[src/rtl/puf_pkg.sv]
// Shared types and defaults for the ring-oscillator PUF race controller.
package puf_pkg;

    localparam int unsigned DefRespBits = 8;
    localparam int unsigned DefSelW     = 4;
    localparam int unsigned DefTimeoutW = 20;

    // Response bit recorded when both finish flags rise in the same cycle.
    localparam logic TieBit = 1'b0;

    typedef enum logic [2:0] {
        StIdle,
        StClear0,
        StClear1,
        StRace,
        StRecord,
        StDone
    } state_e;

endpackage

[src/rtl/puf_race_timer.sv]
// Race watchdog: counts enabled cycles and flags the cycle that brings the count to all-ones.
module puf_race_timer #(
    parameter int unsigned TIMEOUT_W = 20
) (
    input  logic clk,
    input  logic rst_n,
    input  logic clr_i,
    input  logic en_i,
    output logic expired_o
);

    localparam logic [TIMEOUT_W-1:0] LastCount = {TIMEOUT_W{1'b1}} - 1'b1;

    logic [TIMEOUT_W-1:0] count_q, count_d;

    always_comb begin
        count_d = count_q;
        if (clr_i) begin
            count_d = '0;
        end else if (en_i) begin
            count_d = count_q + 1'b1;
        end
    end

    always_ff @(posedge clk or negedge rst_n) begin
        if (!rst_n) begin
            count_q <= '0;
        end else begin
            count_q <= count_d;
        end
    end

    // The enabled cycle seeing LastCount is the (2^W-1)-th race cycle.
    assign expired_o = (count_q == LastCount);

endmodule

[src/rtl/puf_race_ctrl.sv]
// Sequences one oscillator-pair race per response bit and hands the response word out via
// a valid/ack handshake. All outputs are registered from the next-state values.
module puf_race_ctrl
    import puf_pkg::*;
#(
    parameter int unsigned RESP_BITS = DefRespBits,
    parameter int unsigned SEL_W     = DefSelW,
    parameter int unsigned TIMEOUT_W = DefTimeoutW
) (
    input  logic                       clk,
    input  logic                       rst_n,
    input  logic                       start,
    input  logic [RESP_BITS*SEL_W-1:0] challenge,
    input  logic                       done_a,
    input  logic                       done_b,
    output logic [SEL_W-1:0]           pair_sel,
    output logic                       ro_en,
    output logic                       ctr_clr,
    output logic [RESP_BITS-1:0]       response,
    output logic                       resp_valid,
    input  logic                       resp_ack,
    output logic                       busy,
    output logic                       tie,
    output logic                       timeout
);

    localparam int unsigned      IdxW    = (RESP_BITS > 1) ? $clog2(RESP_BITS) : 1;
    localparam logic [IdxW-1:0]  LastIdx = IdxW'(RESP_BITS - 1);

    state_e                       state_q, state_d;
    logic [IdxW-1:0]              idx_q, idx_d;
    logic [RESP_BITS*SEL_W-1:0]   chal_q, chal_d;
    logic                         bit_q, bit_d;
    logic [RESP_BITS-1:0]         response_q, response_d;
    logic                         tie_q, tie_d;
    logic                         timeout_q, timeout_d;
    logic [SEL_W-1:0]             pair_sel_q, pair_sel_d;
    logic                         ro_en_q, ro_en_d;
    logic                         ctr_clr_q, ctr_clr_d;
    logic                         resp_valid_q, resp_valid_d;
    logic                         busy_q, busy_d;

    logic timer_clr, timer_en, timer_expired;

    assign timer_clr = (state_q == StClear0) || (state_q == StClear1);
    assign timer_en  = (state_q == StRace);

    puf_race_timer #(
        .TIMEOUT_W(TIMEOUT_W)
    ) u_timer (
        .clk      (clk),
        .rst_n    (rst_n),
        .clr_i    (timer_clr),
        .en_i     (timer_en),
        .expired_o(timer_expired)
    );

    always_comb begin
        state_d    = state_q;
        idx_d      = idx_q;
        chal_d     = chal_q;
        bit_d      = bit_q;
        response_d = response_q;
        tie_d      = tie_q;
        timeout_d  = timeout_q;

        unique case (state_q)
            StIdle: begin
                if (start) begin
                    chal_d     = challenge;
                    response_d = '0;
                    tie_d      = 1'b0;
                    timeout_d  = 1'b0;
                    idx_d      = '0;
                    state_d    = StClear0;
                end
            end
            StClear0: state_d = StClear1;
            StClear1: state_d = StRace;
            StRace: begin
                // Finish flags take priority over a watchdog expiry in the same cycle.
                if (done_a || done_b) begin
                    state_d = StRecord;
                    if (done_a && done_b) begin
                        bit_d = TieBit;
                        tie_d = 1'b1;
                    end else begin
                        bit_d = done_a;
                    end
                end else if (timer_expired) begin
                    state_d   = StRecord;
                    bit_d     = 1'b0;
                    timeout_d = 1'b1;
                end
            end
            StRecord: begin
                response_d[idx_q] = bit_q;
                if (idx_q == LastIdx) begin
                    state_d = StDone;
                end else begin
                    idx_d   = idx_q + 1'b1;
                    state_d = StClear0;
                end
            end
            StDone: begin
                if (resp_ack) begin
                    state_d = StIdle;
                end
            end
            default: state_d = StIdle;
        endcase
    end

    always_comb begin
        pair_sel_d = pair_sel_q;
        if (state_d == StClear0) begin
            pair_sel_d = chal_d[int'(idx_d)*SEL_W +: SEL_W];
        end
        ro_en_d      = (state_d == StRace);
        ctr_clr_d    = (state_d == StClear0) || (state_d == StClear1);
        resp_valid_d = (state_d == StDone);
        busy_d       = (state_d != StIdle);
    end

    always_ff @(posedge clk or negedge rst_n) begin
        if (!rst_n) begin
            state_q      <= StIdle;
            idx_q        <= '0;
            chal_q       <= '0;
            bit_q        <= 1'b0;
            response_q   <= '0;
            tie_q        <= 1'b0;
            timeout_q    <= 1'b0;
            pair_sel_q   <= '0;
            ro_en_q      <= 1'b0;
            ctr_clr_q    <= 1'b0;
            resp_valid_q <= 1'b0;
            busy_q       <= 1'b0;
        end else begin
            state_q      <= state_d;
            idx_q        <= idx_d;
            chal_q       <= chal_d;
            bit_q        <= bit_d;
            response_q   <= response_d;
            tie_q        <= tie_d;
            timeout_q    <= timeout_d;
            pair_sel_q   <= pair_sel_d;
            ro_en_q      <= ro_en_d;
            ctr_clr_q    <= ctr_clr_d;
            resp_valid_q <= resp_valid_d;
            busy_q       <= busy_d;
        end
    end

    assign pair_sel   = pair_sel_q;
    assign ro_en      = ro_en_q;
    assign ctr_clr    = ctr_clr_q;
    assign response   = response_q;
    assign resp_valid = resp_valid_q;
    assign busy       = busy_q;
    assign tie        = tie_q;
    assign timeout    = timeout_q;

endmodule

[config.mk]
export PLATFORM = sky130hd
export DESIGN_NAME = puf_race_ctrl
export DESIGN_NICKNAME = d
export VERILOG_FILES = /design/src/rtl/puf_pkg.sv /design/src/rtl/puf_race_timer.sv /design/src/rtl/puf_race_ctrl.sv
export SDC_FILE = /design/constraint.sdc
export NUM_CORES = 1
export LEC_CHECK = 0
export BUFFER_PORTS_ARGS = -buffer_cell sky130_fd_sc_hd__clkbuf_2
export CAP_MARGIN = 30
export CELL_PAD_IN_SITES_DETAIL_PLACEMENT = 1
export CELL_PAD_IN_SITES_GLOBAL_PLACEMENT = 1
export CORE_MARGIN = 1.5
export CORE_UTILIZATION = 43
export CTS_CLUSTER_DIAMETER = 80
export DETAILED_ROUTE_END_ITERATION = 7
export PLACE_DENSITY_LB_ADDON = 0.1
export SETUP_SLACK_MARGIN = 0.1
export SLEW_MARGIN = 0
export SYNTH_ARGS = -nofsm -noshare
export SYNTH_HDL_FRONTEND = slang
export SYNTH_SLANG_ARGS = --single-unit
[constraint.sdc]
create_clock -name clk -period 2.7 [get_ports clk]
set_clock_uncertainty 0.1 [all_clocks]
set_input_delay 0.405 -clock clk [delete_from_list [all_inputs] [get_ports clk]]
set_output_delay 0.405 -clock clk [all_outputs]
set_load 0.01 [all_outputs]
==> results.ini <==
[power]
seq_power_share_pct = 38.2
p_switching_w = 0.00199
vdd_drop_max_uv = 414
switching_share_pct = 41.5
internal_power_w = 0.00280
combPwrFrac_pct = 41.1
power.static_leakage_nw = 2.20
clkPwrFrac_pct = 20.7
power.total_w = 0.00479
p_per_area_nw_per_um2 = 1030

[global_routing]
antenna_found_initial = 0
grt.overflow.total = 0
gr-usage-met3_pct = 4.18
grt_pass1_wl_um = 18700
grt_pass1_vias = 3669
grtUsageTotal_pct = 24.2
grt_max_degree = 78
met2_usage_pct = 42.1
met1_usage_pct = 30.7
top_usage_layer = met2

[cells_and_area]
nFillCells = 1071
n_antenna_cell = 0
nets = 550
drive_gt1_share_pct = 19.3
layout_common_cells = 127 x nand2_1, 77 x dfrtp_1, 54 x clkbuf_2, 38 x nor2_1, 34 x o21ai_0
final_common_cell = nand2_1
area_delta_synth_final_pct = 16.9

[timing]
fmax_ghz = 0.408
finalCriticalPeriod_ns = 2.45
rsz0062_at_grt = false
slew_headroom_pct = 57.7
finalWorstSetupSlack_ns = 0.247
tightest_slew_ns = 0.627
slew_viol_final = 0
hold_viol_final = 0
timing.final.crit_share_pct = 90.9
setup_tns_ns = 0
setup-violations-final = 0

[routing]
drtAntennaViolNets = 0
drc = 6
wl_um = 10900
wl_per_cell_um = 17.5
vias = 3498
viasPerCell = 5.62
firstDrtPassIters = 6
drtIter0Drc = 129

[critical_path]
startpoint_type = flop
crit_slowest_cell = dfrtp_1
cpPeakStageDelay_ns = 0.52
path_cells = or3b_4 > o21ai_4 > and2_2 > buf_4 > o211ai_1 > a211oi_1 > a221o_1
critPathRequiredTime_ns = 2.88
critPathArrivalTime_ns = 2.63
critPathMaxFanout = 10
crit_path_end_kind = flop
path_class = flop to flop

[run]
cap_violations = 0

[clock_network]
clk_latency_ns = 0.35
clkTransAtPathRegs_ns = 0.09
cts_buffers = 9
cts.sinks = 77
cts_max_level = 3
post-cts-setup-buffers = 0
cts_root_buf = clkbuf_8
clockBufferDepth = 2
cts_tree = built

[synthesis]
synth.cell_area_um2 = 3960
netlist_instances = 452
avgSynthCellArea_um2 = 8.76
seq_area_frac_synth_pct = 48.7
synthFlopType = dfrtp_1
ys_warn_count = 0
synthArstFlopShare_pct = 100
synth_nets = 493
synth_edf_count = 0
synth_cell_types = 66
ys_seq_elements = 77

[die]
core.rowCount = 34
die-height_um = 98.9
die_area_um2 = 9790
core_area_um2 = 8810
ioPinCount = 56
initial_core_util_pct = 44.9
die_x_um = 98.9

[placed_design]
dp_hpwl_um = 7880
port_buffers = 55
place_ws_ns = 0.0837
gp_congestion = 0.844

[worst_hold_path]
hp-class = input port to flop

[status]
violations = DRC
status = complete, but fails checks

[layer usage]
| layer | routed length (µm) | part of all wire (%) |
|---|---|---|
| met4 | 174 | 1.6 |
| met2 | 5670 | 52 |
| met3 | 244 | 2.2 |
| met5 | 0 | 0 |
| met1 | 4820 | 44 |
[cell families after synthesis]
| group | after synthesis | synth area share [%] |
|---|---|---|
| AOI/OAI and AO/OA | 110 | 19.1 |
| muxes | 7 | 1.80 |
| buffers and inverters | 35 | 4.20 |
| xor gates and xnor gates | 5 | 1.11 |
| adders and majority gates | 3 | 0.949 |
| and+or+nand+nor | 215 | 24.2 |
| DFF | 77 | 48.7 |
[power groups by stage]
| stage | combinational (W) | clock, W | sequential, W |
|---|---|---|---|
| finish | 0.00197 | 0.000991 | 0.00183 |
| global placement | 0.00189 | 0 | 0.00183 |
| CTS | 0.00196 | 0.00102 | 0.00183 |
| detailed placement | 0.00194 | 0 | 0.00184 |
| global route | 0.00221 | 0.00105 | 0.00188 |
| floorplan | 0.00138 | 0 | 0.00174 |
[repair_timing]
item | in CTS | in global routing
hold endpoints to repair | 62 | 0
gates cloned | 0 | 0
pin swaps | 0 | 0
hold buffers | 1 | 0
gates resized for setup | 1 | 6
setup endpoints to repair | 1 | 4
[sequential cells by signal, summed over array words and instances (netlist names)]
| signal | flops |
|---|---|
| pair_sel | 4 |
| timeout | 1 |
| ro_en | 1 |
| ctr_clr | 1 |
| response | 8 |
| bit_q | 1 |
| idx_q | 3 |
| tie | 1 |
| busy | 1 |
| u_timer.count_q | 20 |
| resp_valid | 1 |
| state_q | 3 |
| chal_q | 32 |
[path summary, 6_finish.rpt]
kind | from | endpoint | slack (ns) | cells after the start
min reg2reg | chal_q[19] | chal_q[19] | 0.39 | 2
max | state_q[0] | pair_sel[0] | 0.25 | 7
max reg2reg | state_q[0] | pair_sel[0] | 0.25 | 7
max in group asynchronous | rst_n | chal_q[29] | 1.65 | 3
min in group asynchronous | rst_n | chal_q[20] | 0.52 | 3
min | challenge[19] | chal_q[19] | 0.14 | 3
[final cells by class]
cell class / count / area [µm²] / area share (%)
Inverter: 11 / 41.3 / 0.893
Sequential cell: 77 / 1930 / 41.7
Clock inverter: 5 / 82.6 / 1.79
Multi-Input combinational cell: 340 / 1880 / 40.6
Tap cell: 108 / 135 / 2.92
Clock buffer: 11 / 141 / 3.06
Timing Repair Buffer: 70 / 418 / 9.04
[critical path, delay by kind of cell (launching register included)]
| family | cells | cell delay [ns] |
|---|---|---|
| AND/OR/NAND/NOR | 2 | 0.81 |
| AO/OA/AOI/OAI | 4 | 0.74 |
| flip-flops | 1 | 0.52 |
| buffers and inverters | 1 | 0.20 |
[stage by stage]
step | hold slack [ns] | instance area [µm²] | std cells | utilization (%)
6_report | 0.145 | 4620 | 622 | 52.5
5_1_grt | 0.148 | 4620 | 622 | 52.5
4_1_cts | 0.138 | 4610 | 622 | 52.4
3_5_place_dp | 0.365 | 4380 | 605 | 49.7
3_3_place_gp | 0.360 | 4380 | 605 | 49.7
2_1_floorplan | 0.00941 | 3960 | 452 | -
[Yosys cell counts, types with 4 or more instances]
cell type    n  share of area (%)
a21oi_1     10                1.3
o21ai_0     35                4.4
nand2_1    128                 12
a211oi_1     5               0.95
mux2i_1      6                1.5
o21ai_1      5               0.63
inv_1        9               0.85
a21o_1       4               0.76
nor2_1      38                3.6
and2_1       5               0.79
xor2_1       4               0.89
o211ai_1     4               0.76
nand3_1     14                1.8
clkbuf_1    10               0.95
a31oi_1      8                1.3
nor3_1       8                1.0
buf_2        7               0.89
dfrtp_1     77                 49
Note: power is estimated with default switching activity, not from simulation.
